### config.mk
export PLATFORM = sky130hd
export DESIGN_NAME = regfile_loader
export DESIGN_NICKNAME = d
export VERILOG_FILES = /design/src/rtl/regfile_loader.sv
export SDC_FILE = /design/constraint.sdc
export NUM_CORES = 1
export LEC_CHECK = 0
export BUFFER_PORTS_ARGS = -buffer_cell sky130_fd_sc_hd__buf_2
export CAP_MARGIN = 10
export CORE_MARGIN = 3
export CORE_UTILIZATION = 35
export CTS_CLUSTER_SIZE = 24
export DETAILED_ROUTE_END_ITERATION = 16
export GPL_TIMING_DRIVEN = 0
export HOLD_SLACK_MARGIN = 0.12
export SLEW_MARGIN = 20
export SYNTH_ARGS = -nofsm -noshare
export SYNTH_HDL_FRONTEND = slang
export SYNTH_SLANG_ARGS = --single-unit
### constraint.sdc
create_clock -name clk -period 2.95 [get_ports clk]
set_clock_uncertainty 0.1 [all_clocks]
set_input_delay 0.59 -clock clk [delete_from_list [all_inputs] [get_ports clk]]
set_output_delay 0.59 -clock clk [all_outputs]
set_load 0.01 [all_outputs]
### src/rtl/regfile_loader.sv
// Moves a contiguous range of register-file entries out to a stream (dump) or
// writes them from a stream (load), with a running XOR checksum of the words moved.
module regfile_loader (
  input  logic        clk,
  input  logic        reset,
  input  logic        cmd_valid,
  output logic        cmd_ready,
  input  logic        cmd_load,
  input  logic [4:0]  cmd_first,
  input  logic [4:0]  cmd_last,
  output logic [4:0]  rf_read_reg,
  input  logic [31:0] rf_read_data,
  output logic        rf_reg_write,
  output logic [4:0]  rf_write_reg,
  output logic [31:0] rf_write_data,
  output logic        out_valid,
  input  logic        out_ready,
  output logic [31:0] out_data,
  output logic [4:0]  out_addr,
  output logic        out_last,
  input  logic        in_valid,
  output logic        in_ready,
  input  logic [31:0] in_data,
  output logic        busy,
  output logic        done,
  output logic        err,
  output logic [31:0] checksum
);

  typedef enum logic [1:0] {StIdle, StDump, StLoad} state_e;

  state_e      state_q, state_d;
  logic [4:0]  ptr_q, ptr_d;
  logic [4:0]  last_q, last_d;
  logic        rem_q, rem_d;
  logic        out_valid_q, out_valid_d;
  logic [31:0] out_data_q, out_data_d;
  logic [4:0]  out_addr_q, out_addr_d;
  logic        out_last_q, out_last_d;
  logic        done_q, done_d;
  logic        err_q, err_d;
  logic [31:0] checksum_q, checksum_d;

  logic cmd_hs, in_hs, out_hs, capture, at_last;

  assign cmd_hs  = cmd_valid && (state_q == StIdle);
  assign in_hs   = in_valid && (state_q == StLoad);
  assign out_hs  = out_valid_q && out_ready;
  assign at_last = (ptr_q == last_q);
  // The output register can refill in the same cycle it is being drained.
  assign capture = (state_q == StDump) && rem_q && (!out_valid_q || out_ready);

  always_ff @(posedge clk) begin
    if (reset) begin
      state_q     <= StIdle;
      ptr_q       <= '0;
      last_q      <= '0;
      rem_q       <= 1'b0;
      out_valid_q <= 1'b0;
      out_data_q  <= '0;
      out_addr_q  <= '0;
      out_last_q  <= 1'b0;
      done_q      <= 1'b0;
      err_q       <= 1'b0;
      checksum_q  <= '0;
    end else begin
      state_q     <= state_d;
      ptr_q       <= ptr_d;
      last_q      <= last_d;
      rem_q       <= rem_d;
      out_valid_q <= out_valid_d;
      out_data_q  <= out_data_d;
      out_addr_q  <= out_addr_d;
      out_last_q  <= out_last_d;
      done_q      <= done_d;
      err_q       <= err_d;
      checksum_q  <= checksum_d;
    end
  end

  always_comb begin
    state_d = state_q;
    unique case (state_q)
      StIdle: if (cmd_hs && (cmd_first <= cmd_last)) state_d = cmd_load ? StLoad : StDump;
      StDump: if (out_hs && out_last_q) state_d = StIdle;
      StLoad: if (in_hs && at_last) state_d = StIdle;
      default: state_d = StIdle;
    endcase
  end

  always_comb begin
    ptr_d       = ptr_q;
    last_d      = last_q;
    rem_d       = rem_q;
    out_valid_d = out_valid_q;
    out_data_d  = out_data_q;
    out_addr_d  = out_addr_q;
    out_last_d  = out_last_q;
    done_d      = 1'b0;
    err_d       = 1'b0;
    checksum_d  = checksum_q;

    if (cmd_hs) begin
      checksum_d = '0;
      ptr_d      = cmd_first;
      last_d     = cmd_last;
      rem_d      = 1'b1;
      if (cmd_first > cmd_last) begin
        done_d = 1'b1;
        err_d  = 1'b1;
      end
    end

    if (out_hs) begin
      checksum_d = checksum_q ^ out_data_q;
      if (out_last_q) done_d = 1'b1;
      if (!capture) out_valid_d = 1'b0;
    end

    // The pointer stops on the last index so a range ending at 31 never wraps.
    if (capture) begin
      out_valid_d = 1'b1;
      out_data_d  = rf_read_data;
      out_addr_d  = ptr_q;
      out_last_d  = at_last;
      if (at_last) rem_d = 1'b0;
      else         ptr_d = ptr_q + 5'd1;
    end

    if (in_hs) begin
      checksum_d = checksum_q ^ in_data;
      if (at_last) done_d = 1'b1;
      else         ptr_d  = ptr_q + 5'd1;
    end
  end

  assign cmd_ready     = (state_q == StIdle);
  assign busy          = (state_q != StIdle);
  assign in_ready      = (state_q == StLoad);
  assign rf_read_reg   = ptr_q;
  assign rf_reg_write  = in_hs && (ptr_q != 5'd0) && !reset;
  assign rf_write_reg  = in_hs ? ptr_q : 5'd0;
  assign rf_write_data = in_hs ? in_data : 32'd0;
  assign out_valid     = out_valid_q;
  assign out_data      = out_data_q;
  assign out_addr      = out_addr_q;
  assign out_last      = out_last_q;
  assign done          = done_q;
  assign err           = err_q;
  assign checksum      = checksum_q;

endmodule

# Word-level counts from Yosys, hierarchy flattened
# Cells that the tools add are included.
[word_totals] inputBits=80 regBits=86
[classes] addsub=1 bitwise_logic=2 n_lt_le_gt_ge=2 muxes=26 eq_ne=6 n_reduce_logical=19
[op_table] operator="32-bit 2-to-1 mux" n=4
[op_table] operator="32-bit XOR" n=2
[op_table] operator="5-bit 2-to-1 mux" n=6
[op_table] operator="1-bit 2-to-1 mux" n=11
[op_table] operator="1-bit logical AND" n=10
[op_table] operator="2-bit 2-to-1 mux" n=4
[op_table] operator="2-bit by 1-bit inequality test with 1-bit output (second input constant)" n=3
[op_table] operator="2-bit case mux with 3 select lines" n=1
[op_table] operator="5-bit by 1-bit adder with 5-bit output (second input constant)" n=1
[op_table] operator="5-bit equality test" n=1
[op_table] operator="5-bit > comparator" n=1
[op_table] operator="5-bit <= comparator" n=1
[op_table] operator="5-bit nonzero test" n=1
[op_table] operator="2-bit nonzero test" n=2
[op_table] operator="3-bit AND reduction" n=1
[op_table] operator="3-bit nonzero test" n=1
[op_table] operator="2-bit by 1-bit equality test with 1-bit output (second input constant)" n=1
[op_table] operator="2-bit equality test (second input constant)" n=1
[op_table] operator="1-bit logical NOT" n=2
[op_table] operator="2-bit logical NOT" n=1
[op_table] operator="1-bit logical OR" n=1

# Longest topological paths before layout
# Gate-level depths: netlist of run 1.
[logic_depth] depth_word=7 depth_mapped=7 depth_no_buf=7

# Worst setup path before layout of run 1
# No wires, ideal clock.
[synth_path] kind="input to output" start="input in_valid" end="output rf_write_reg[2]" cell_stages=4 t_arrival_ps=1235 required_ps=2260 n_path_buf=2 setup_slack_ps=1025 cell_sequence="and3b_1 -> buf_2 -> buf_2 -> and2_1"
[synth_between] elab_chain_cells=2
[synth_lines] item="start: declaration" line_no="21" rtl="input logic in_valid,"
[synth_lines] item="1-bit logical AND" line_no="47" rtl="assign in_hs = in_valid && (state_q == StLoad);"
[synth_lines] item="5-bit 2-to-1 mux" line_no="142" rtl="assign rf_write_reg = in_hs ? ptr_q : 5'd0;"
[synth_lines] item="end: declaration" line_no="14" rtl="output logic [4:0] rf_write_reg,"
# No other way between the ends.

# Worst setup path in the final report of run 1
[layout_path] start="register state_q[1]" end="output rf_write_reg[4]"
[layout_between] elab_chain_cells=3
[layout_lines] item="start: declaration" line_no="32" rtl="state_e state_q, state_d;"
[layout_lines] item="start signal: assignment" line_no="55" rtl="state_q <= StIdle;"
[layout_lines] item="start signal: assignment" line_no="67" rtl="state_q <= state_d;"
[layout_lines] item="2-bit equality test" line_no="47"
[layout_lines] item="1-bit logical AND" line_no="47"
[layout_lines] item="5-bit 2-to-1 mux" line_no="142"
# No other way between the ends.

==> metrics list, run 1 <==
* Share of layout cells above drive strength 1: 0.3132
- Yosys reg bits: 86
- STA classifies the critical path endpoint as an output port.
* Worst Max-Slew Pin Slew: 0.6202 ns
* Library cells used by synthesis: 32
* Number of placement rows: 37
- Clock latency on the worst-skew pair, taken at its later pin, is 0.34 ns.
- The most used flip-flop cell after synthesis is sky130_fd_sc_hd__dfxtp_1.
* CTS tree: done
- Synthesis produced 530 cells.
- Entering global routing, the biggest net connects 15 pins.
- In this run the horizontal extent of the chip is about 110 um.
* Clock-pin slew on the worst setup and hold paths: 0.09 ns
- Cell at the slowest stage of the critical path: sky130_fd_sc_hd__dfxtp_1
* Number of buffers created by CTS: 9
- IR analysis of the VDD net gives a maximum drop of 0.2163 mV.
* Std-Cell Core Area: around 11,000 um2
- In this run the tightest slew margin relative to its limit is 0.5833.
- Registers take 1722 um2.
- Based on the critical path, the design can be clocked at up to 401.2 MHz.
- Number of nets in the final layout: just over 800
* Maximum count of clock buffers along a single path: 2
- Of all nets on the critical path, the largest fanout is 10.
- Die Y-Extent: around 110 um
- The first global-routing pass estimated 20.25 mm of wire.
- Worst hold path class: register to register
- STA puts the critical path data arrival time at 1.80 ns.
* Lkg Pwr: 2.681 nW
- Once detailed placement completed, the half-perimeter wirelength came to about 10 mm.
- Setup_tns: 0 ns
- In the global route stage, overall resource usage came out at 0.1985.
- The number of hold buffers added after CTS was 0.
- Number of cells upsized or downsized after cts: 0
- Average footprint of a synthesized cell: between 7 and 8 um2
* Inserted Diodes: 0
- Crit-path leading delay family: buffers and inverters
- The critical path is of the register to output port type.
- Summing all multi-input logic gate instances after layout gives 1896 um2.
- Floorplan die area: approximately 12,000 um2
- Global routing finished with a remaining overflow of 0.
- Setup crit start: state_q[1]
* Setup slack of the worst register-to-register path: 0.92 ns
- Area share of the largest cell type after synthesis: 0.4400
* End of the worst register-to-register path: checksum[1]
- Traced cell by cell, the critical path runs through and3b_1, buf_2, buf_2, and2_1, buf_2.
- The number of cells on the worst reg-to-reg path is 7.
- Synth top area cells: sky130_fd_sc_hd__dfxtp_1 (44%), sky130_fd_sc_hd__nand2_1 (15%), sky130_fd_sc_hd__a21oi_1 (10%)
- Counting instances in the post-synthesis netlist gives the leading cell types as sky130_fd_sc_hd__nand2_1 (157), sky130_fd_sc_hd__dfxtp_1 (86), sky130_fd_sc_hd__a21oi_1 (82).
- Number of buffers inserted by post-CTS setup repair: 0
* Number of global-route vias before repair: 4,019
- The tree is rooted in a sky130_fd_sc_hd__clkbuf_8.
- The detailed router placed 4,096 vias in this run.
- Sequential cell area fraction in the yosys report: 0.4400
- The routed design has approximately 13 mm of wire.
- In this run, the number of DRC markers left after iteration 0 of detailed routing was 164.
- Worst Path Buf+Inv: 3
- Dominant cell type by count on the critical path: sky130_fd_sc_hd__buf_2
- Fin crit share: 0.8449
- Max-cap violations in this run came to 0.
- Layout Cell Area excl Fill: 5284 um2
- The biggest area contributor in the post-synthesis netlist is sky130_fd_sc_hd__dfxtp_1.
- RSZ-0062 raised after global routing: no
- The cell area that synthesis handed to floorplanning was 3913 um2.
* Filler cell count: 1,077
* Clock sink total: 86
- Dividing the detail-routed via count by the number of cells gives between 4 and 5.
- Data on the critical path is required at its endpoint by between 2 and 2.5 ns.
* Number of port buffers: 198
* Final routed DRC violation total: 0
- The number of antenna violations at the first check in global routing was 0.
- Net count of the mapped netlist: between 600 and 700
- CTS built an H-tree with a depth of 3.
- Run status: finished clean
- Setup violations remaining at the end of the flow were counted as 0.
- Synthesis-to-layout area growth: 35.05%
- The critical path ends at rf_write_reg[4].
- Number of flops mapped to enable cells by yosys: 0
- Starting utilization of the core area: 0.3691
- Post-synthesis async set-or-reset flop share: 0
* Power per Cell Area: 468.4 nW/um2
* Fin crit period: 2.492 ns
* Startpoint of the worst-slack reg-to-reg timing path: state_q[0]
- The critical path crosses 5 cells after its start point.
- In this design, the stage delay of the slowest critical-path cell is 0.44 ns.
- The congestion estimate from routability-driven global placement came to approximately 0.80.
- Once placement finished, the instance area stood at 5074 um2.
- First drt pass iteration count: 5
- The Yosys step of the flow raised 0 warnings.
- Total I/O pin count: 199
- Most frequent cell after synthesis: sky130_fd_sc_hd__nand2_1
- Once detail routing completed, the nets flagged for antenna violations numbered 0.
- Wirelength per Cell: ~14 um
- The worst setup path is launched from a register.
* Total count of hold-check failures in the final report: 0
* Number of slew-limit violations in the final report: 0
-- placed cells by master (no fill, tap or decap), drive strengths merged --
cell type | synthesis | layout
a31o | 1 | 1
nand3b | 2 | 2
o22ai | 1 | 1
a22o | 1 | 1
nor2b | 2 | 2
buf | 17 | 215
o21ai | 1 | 1
clkbuf | 15 | 27
nor4b | 1 | 1
nor3 | 4 | 4
and2 | 3 | 3
o221a | 1 | 1
clkinvlp | 0 | 1
a2bb2oi | 1 | 1
dfxtp | 86 | 86
xnor2 | 34 | 34
nand2 | 157 | 157
nand2b | 2 | 2
inv | 42 | 42
and3b | 1 | 1
ha | 7 | 7
clkinv | 0 | 2
a21oi | 82 | 82
a311oi | 1 | 1
a31oi | 1 | 1
nand3 | 10 | 10
nand4 | 1 | 1
nor3b | 2 | 2
a32oi | 4 | 4
xor2 | 5 | 5
or3b | 1 | 1
nor2 | 44 | 44
bufinv | 0 | 1
-- power breakdown --
group          internal [mW]  leakage [nW]  total (mW)  switching (mW)
Sequential              1.19         0.696        1.22          0.0302
Combinational          0.149          1.88       0.382           0.233
Clock                  0.442         0.103       0.870           0.428
Total                   1.78          2.68        2.47           0.691
-- cells by family after synthesis --
group | count (synthesis) | share of synthesized area
fa+ha+maj | 7 | 0.02238
flops | 86 | 0.4400
xor+xnor | 39 | 0.08730
simple gates | 230 | 0.2424
compound gates | 94 | 0.1324
buf+inv | 74 | 0.07547
-- worst reg2reg max path: stages, from the launching register on --
cell                      delay (ns)
sky130_fd_sc_hd__dfxtp_1        0.45
sky130_fd_sc_hd__and3b_1        0.20
sky130_fd_sc_hd__buf_2          0.19
sky130_fd_sc_hd__nor3b_2        0.36
sky130_fd_sc_hd__buf_2          0.31
sky130_fd_sc_hd__a21oi_1        0.09
sky130_fd_sc_hd__xnor2_1        0.15
sky130_fd_sc_hd__nor2_1         0.05
-- area by class of cell --
cell class,instances,share of cell area
inverter,42,0.02984
tap,136,0.03220
clock buffer,12,0.02936
buffer,32,0.02605
timing repair buffer,198,0.1875
multi-input combinational,370,0.3587
sequential,86,0.3258
clock inverter,4,0.01042
-- how the worst min path moves through the flow --
| stage | from | to | slack (ns) | cells after the start |
|---|---|---|---|---|
| after global routing | rf_read_data[16] | out_data[16] | 0.35 | 3 |
| final | out_addr[3] | out_addr[3] | 0.36 | 2 |
| after CTS | rf_read_data[16] | out_data[16] | 0.35 | 3 |
| after global placement | out_addr[2] | out_addr[2] | 0.35 | 2 |
| after floorplan | last_q[0] | last_q[0] | 0.35 | 2 |
| after detailed placement | out_addr[3] | out_addr[3] | 0.35 | 2 |
-- through the flow --
step           power, mW  setup slack, ns    util  std cells  hold WS, ns
5_1_grt            2.600           0.3112  0.4984        880       0.3477
6_report           2.475           0.4576  0.4984        880       0.3555
4_1_cts            2.504           0.4084  0.4984        880       0.3518
3_5_place_dp       1.635           0.5499  0.4786        864       0.3461
3_3_place_gp       1.630           0.5522  0.4786        864       0.3451
2_1_floorplan      1.466            1.025       -        530       0.3478
-- per-layer routing --
| metal | GRT usage | wire length [um] | up-vias |
|---|---|---|---|
| met5 | 0 | 0 | - |
| met4 | 0.05272 | 123 | 0 |
| met3 | 0.03098 | 657 | 9 |
| met2 | 0.3565 | 6352 | 126 |
| met1 | 0.2468 | 5562 | 1873 |
| li1 | - | - | 2088 |
(Power assumes the default switching activity.)
==> inputs of run 2 (changes only) <==
--- a/config.mk
+++ b/config.mk
@@ -5,6 +5,7 @@
 export SDC_FILE = /design/constraint.sdc
 export NUM_CORES = 1
 export LEC_CHECK = 0
+export ABC_AREA = 1
 export BUFFER_PORTS_ARGS = -buffer_cell sky130_fd_sc_hd__buf_2
 export CAP_MARGIN = 10
 export CORE_MARGIN = 3
==> constraint.sdc (replaced) <==
create_clock -name clk -period 2.3 [get_ports clk]
set_clock_uncertainty 0.1 [all_clocks]
set_input_delay 0.46 -clock clk [delete_from_list [all_inputs] [get_ports clk]]
set_output_delay 0.46 -clock clk [all_outputs]
set_load 0.01 [all_outputs]
==> metrics list, run 2 <==
- Run status: finished clean (unchanged)
* Yosys reg bits: 86 (unchanged)
- The maximum number of buffers from clock root to sink came to 2 (unchanged).
- Critical path required time: 1.74 ns (was 2.26 ns)
- The first-pass iteration count of the detailed router was 4 (was 5).
- The post-route non-filler standard cell count is 978 (was 880).
- The number of antenna violations at the first check in global routing came to 1 (was 0).
* CTS tree: done (unchanged)
- Synthesis-to-layout area growth: 32.99% (was 35.05%)
* Total I/O pin count: 199 (unchanged)
- Initial DRC count: 238 (was 164)
- The setup-violating endpoint count in the final report was 0 (unchanged).
- The leading cell type in the layout, fill and taps excluded is sky130_fd_sc_hd__buf_2 (unchanged).
* Std-Cell Core Area: 12,260 um2 (was 10,600 um2)
* Filler cell count: 1,253 (was 1,077)
- The area taken by flip-flops and latches is 1724 um2 (was 1722 um2).
* Global-route total usage across every layer: 0.2086 (was 0.1985)
* Power per Cell Area: 772.0 nW/um2 (was 468.4 nW/um2)
* Setup slack of the worst register-to-register path: 0.34 ns (was 0.92 ns)
- The H-tree depth reported by CTS was 3 (unchanged).
* First-pass GRT wire length: 23.69 mm (was 20.25 mm)
* Most frequent cell after synthesis: sky130_fd_sc_hd__dfxtp_1 (was sky130_fd_sc_hd__nand2_1)
* Clock-pin slew on the worst setup and hold paths: 0.06 ns (was 0.09 ns)
* Floorplan die area: 14,240 um2 (was 12,480 um2)
* Placed insts: 962 (was 864)
* Library cells used by synthesis: 35 (was 32)
- The category of the worst setup path capture point is an output port (unchanged).
- Maximum operating frequency: 456.7 MHz
- The max-capacitance violation count is 0 (unchanged).
- Cell at the root of the clock tree: sky130_fd_sc_hd__clkbuf_16 (was sky130_fd_sc_hd__clkbuf_8)
* Net count of the mapped netlist: 683 (was 617)
- Stage delay of the slowest cell on the critical path: 0.45 ns (was 0.44 ns)
- The maximum vdd drop is 0.4372 mV (was 0.2163 mV).
- Fin crit share: 0.9519
- The multi-input combinational cell area was 2315 um2 (was 1896 um2).
* Commonest cells in the netlist: sky130_fd_sc_hd__dfxtp_1 (86), sky130_fd_sc_hd__nand2_1 (80), sky130_fd_sc_hd__nor2_1 (80) (was sky130_fd_sc_hd__nand2_1 (157), sky130_fd_sc_hd__dfxtp_1 (86), sky130_fd_sc_hd__a21oi_1 (82))
- Half-perimeter wire length after placement: 11.60 mm (was 9.961 mm)
* Post-synthesis instance total: 596 (was 530)
* Worst Max-Slew Pin Slew: 0.5557 ns (was 0.6202 ns)
* Final routed DRC violation total: 0 (unchanged)
* Data arrival time of the worst path: 1.63 ns (was 1.80 ns)
- Average footprint of a synthesized cell: 7.541 um2 (was 7.382 um2)
- Synth warn: 0 (unchanged)
- The setup total negative slack came to 0 ns (unchanged).
* Number of buffers created by CTS: 9 (unchanged)
- Detailed Route WL: 14.91 mm (was 12.70 mm)
- Synth top area cells: sky130_fd_sc_hd__dfxtp_1 (38%), sky130_fd_sc_hd__nand2_1 (6.7%), sky130_fd_sc_hd__nor2_1 (6.7%) (was sky130_fd_sc_hd__dfxtp_1 (44%), sky130_fd_sc_hd__nand2_1 (15%), sky130_fd_sc_hd__a21oi_1 (10%))
* Total count of hold-check failures in the final report: 0 (unchanged)
* Crit-path leading delay family: flip-flops (was buffers and inverters)
- The category of the worst setup path launch point is a register (unchanged).
- Sequential cell area fraction in the yosys report: 0.3831 (was 0.4400)
* Die Y-Extent: 119.3 um (was 111.7 um)
- Number of placement rows: 40 (was 37)
- The summed instance area of the synthesized netlist is 4494 um2 (was 3913 um2).
* Synth area leader: sky130_fd_sc_hd__dfxtp_1 (unchanged)
- Final weighted congestion of routability-driven global placement: 0.8470 (was 0.7990)
* Starting utilization of the core area: 0.3665 (was 0.3691)
* Number of global-route vias before repair: 4,528 (was 4,019)
- Post-synthesis async set-or-reset flop share: 0 (unchanged)
- Cell-by-cell trace of the critical path: inv_1, ha_1, a311oi_2, buf_2 (was and3b_1, buf_2, buf_2, and2_1, buf_2).
- The share of the synthesized area in the top cell type was 0.3831 (was 0.4400).
- The average wire per standard cell was 15.24 um (was 14.43 um).
- Vias per std cell: 4.794 (was 4.655)
* Tightest slew margin relative to the limit: 0.6295 (was 0.5833)
* Clock sink total: 86 (unchanged)
- GR Overflow Total: 0 (unchanged)
- Critical path class: register to output port (unchanged)
- The total via count in the routed design came to 4,689 (was 4,096).
- The path type of the worst min-delay path is input port to register (was register to register).
* Number of flops mapped to enable cells by yosys: 0 (unchanged)
- Commonest non-fill, non-tap cells in the layout: sky130_fd_sc_hd__buf_2 (208), sky130_fd_sc_hd__dfxtp_1 (84), sky130_fd_sc_hd__nor2_1 (80), sky130_fd_sc_hd__nand2_1 (80), sky130_fd_sc_hd__inv_1 (58) (was sky130_fd_sc_hd__buf_2 (212), sky130_fd_sc_hd__nand2_1 (157), sky130_fd_sc_hd__dfxtp_1 (86)).
- The maximum fanout encountered on the critical timing path was 6 (was 10).
- Clock latency on the worst-skew pair: 0.34 ns (about the same)
- Counting I/O delays and the setup requirement, the final critical path takes 2.189 ns.
* Share of layout cells above drive strength 1: 0.4042 (was 0.3132)
- The static leakage was 2.914 nW (was 2.681 nW).
- Antenna-violating nets left: 0 (unchanged)
- Number of port buffers: 198 (unchanged)
- Cell at the slowest stage of the critical path: sky130_fd_sc_hd__dfxtp_1 (unchanged)
* Number of slew-limit violations in the final report: 0 (unchanged)
- RSZ-0062 raised after global routing: no (unchanged)
- The number of nets in the final layout was 893 (was 826).
* Maximum number of pins on one net before global-route repair: 13 (was 15)
- The number of buffer and inverter stages on the critical path came to 2 (was 3).
- The overall die width came to 119.3 um (was 111.7 um).
- Primary FF master, synth: sky130_fd_sc_hd__dfxtp_1 (unchanged)
[run 2: cell count changes after synthesis, moves of 16 or more]
cell / before / now
sky130_fd_sc_hd__a21oi_1: 82 / 51
sky130_fd_sc_hd__o21ai_2: 0 / 22
sky130_fd_sc_hd__nand2_1: 157 / 80
sky130_fd_sc_hd__inv_1: 42 / 58
sky130_fd_sc_hd__nor3b_2: 2 / 21
sky130_fd_sc_hd__o21ai_0: 1 / 50
sky130_fd_sc_hd__xnor2_1: 34 / 2
sky130_fd_sc_hd__nand3_1: 10 / 26
sky130_fd_sc_hd__nor2_1: 44 / 80
sky130_fd_sc_hd__nor2_2: 0 / 32
[run 2: final timing paths]
path,endpoint,cells past startpoint,from
setup reg to reg,checksum[15],8,state_q[1]
hold / removal,out_data[8],3,rf_read_data[8]
hold reg to reg,checksum[25],2,checksum[25]
setup / recovery,rf_reg_write,4,rf_read_reg[0]
[run 2: tightest hold or removal path, cell delays in order]
cell and delay [ns]:
sky130_fd_sc_hd__buf_2 0.08, sky130_fd_sc_hd__o21ai_0 0.07, sky130_fd_sc_hd__nor2_1 0.07
[run 2: metal layers]
layer	share of wire	global-route usage	vias to the layer above	routed length, um
li1	-	-	2359	-
met1	0.44	0.2707	2134	6542
met2	0.47	0.3395	178	6999
met3	0.077	0.05366	18	1151
met4	0.014	0.06586	0	215
met5	0	0	-	0
[run 2: kinds of logic after synthesis]
kind of cell    share of synthesized area
xor+xnor                         0.007797
simple gates                       0.3048
buf+inv                            0.1038
compound gates                     0.1810
fa+ha+maj                         0.01949
flops                              0.3831
[run 2: final cells by class]
type,count,share of cell area
Antenna cell,1,0.0004187
Inverter,63,0.03956
Multi-Input combinational cell,414,0.3873
Timing Repair Buffer,201,0.1696
Sequential cell,86,0.2885
Tap cell,168,0.03517
Clock inverter,2,0.001675
Buffer,31,0.03663
Clock buffer,12,0.04124
[run 2: repair_timing]
item,in CTS,in global routing
endpoints found under the setup margin,37,31
pin swaps,2,1
resized for setup,5,1
hold endpoints to repair,0,0
hold buffers,0,0
buffers inserted,2,1
gates cloned,0,0
[run 2: power by group]
group / leakage (nW) / internal, mW / total (mW) / switching (mW)
Clock: 0.128 / 0.746 / 1.31 / 0.562
Sequential: 0.698 / 1.64 / 1.78 / 0.135
Combinational: 2.09 / 0.552 / 1.53 / 0.978
[run 2: per-stage QoR]
| step | utilization | power [mW] | hold slack, ns | worst slack, ns | cell area [um2] |
|---|---|---|---|---|---|
| 2_1_floorplan | - | 2.770 | 0.3438 | 0.3933 | 4494 |
| 3_5_place_dp | 0.4645 | 3.331 | 0.3660 | 0.07180 | 5695 |
| 3_3_place_gp | 0.4645 | 3.296 | 0.3560 | 0.07897 | 5695 |
| 5_1_grt | 0.4874 | 4.922 | 0.2947 | 0.004599 | 5977 |
| 4_1_cts | 0.4872 | 4.681 | 0.2618 | 0.001353 | 5974 |
| 6_report | 0.4874 | 4.614 | 0.2712 | 0.1105 | 5977 |
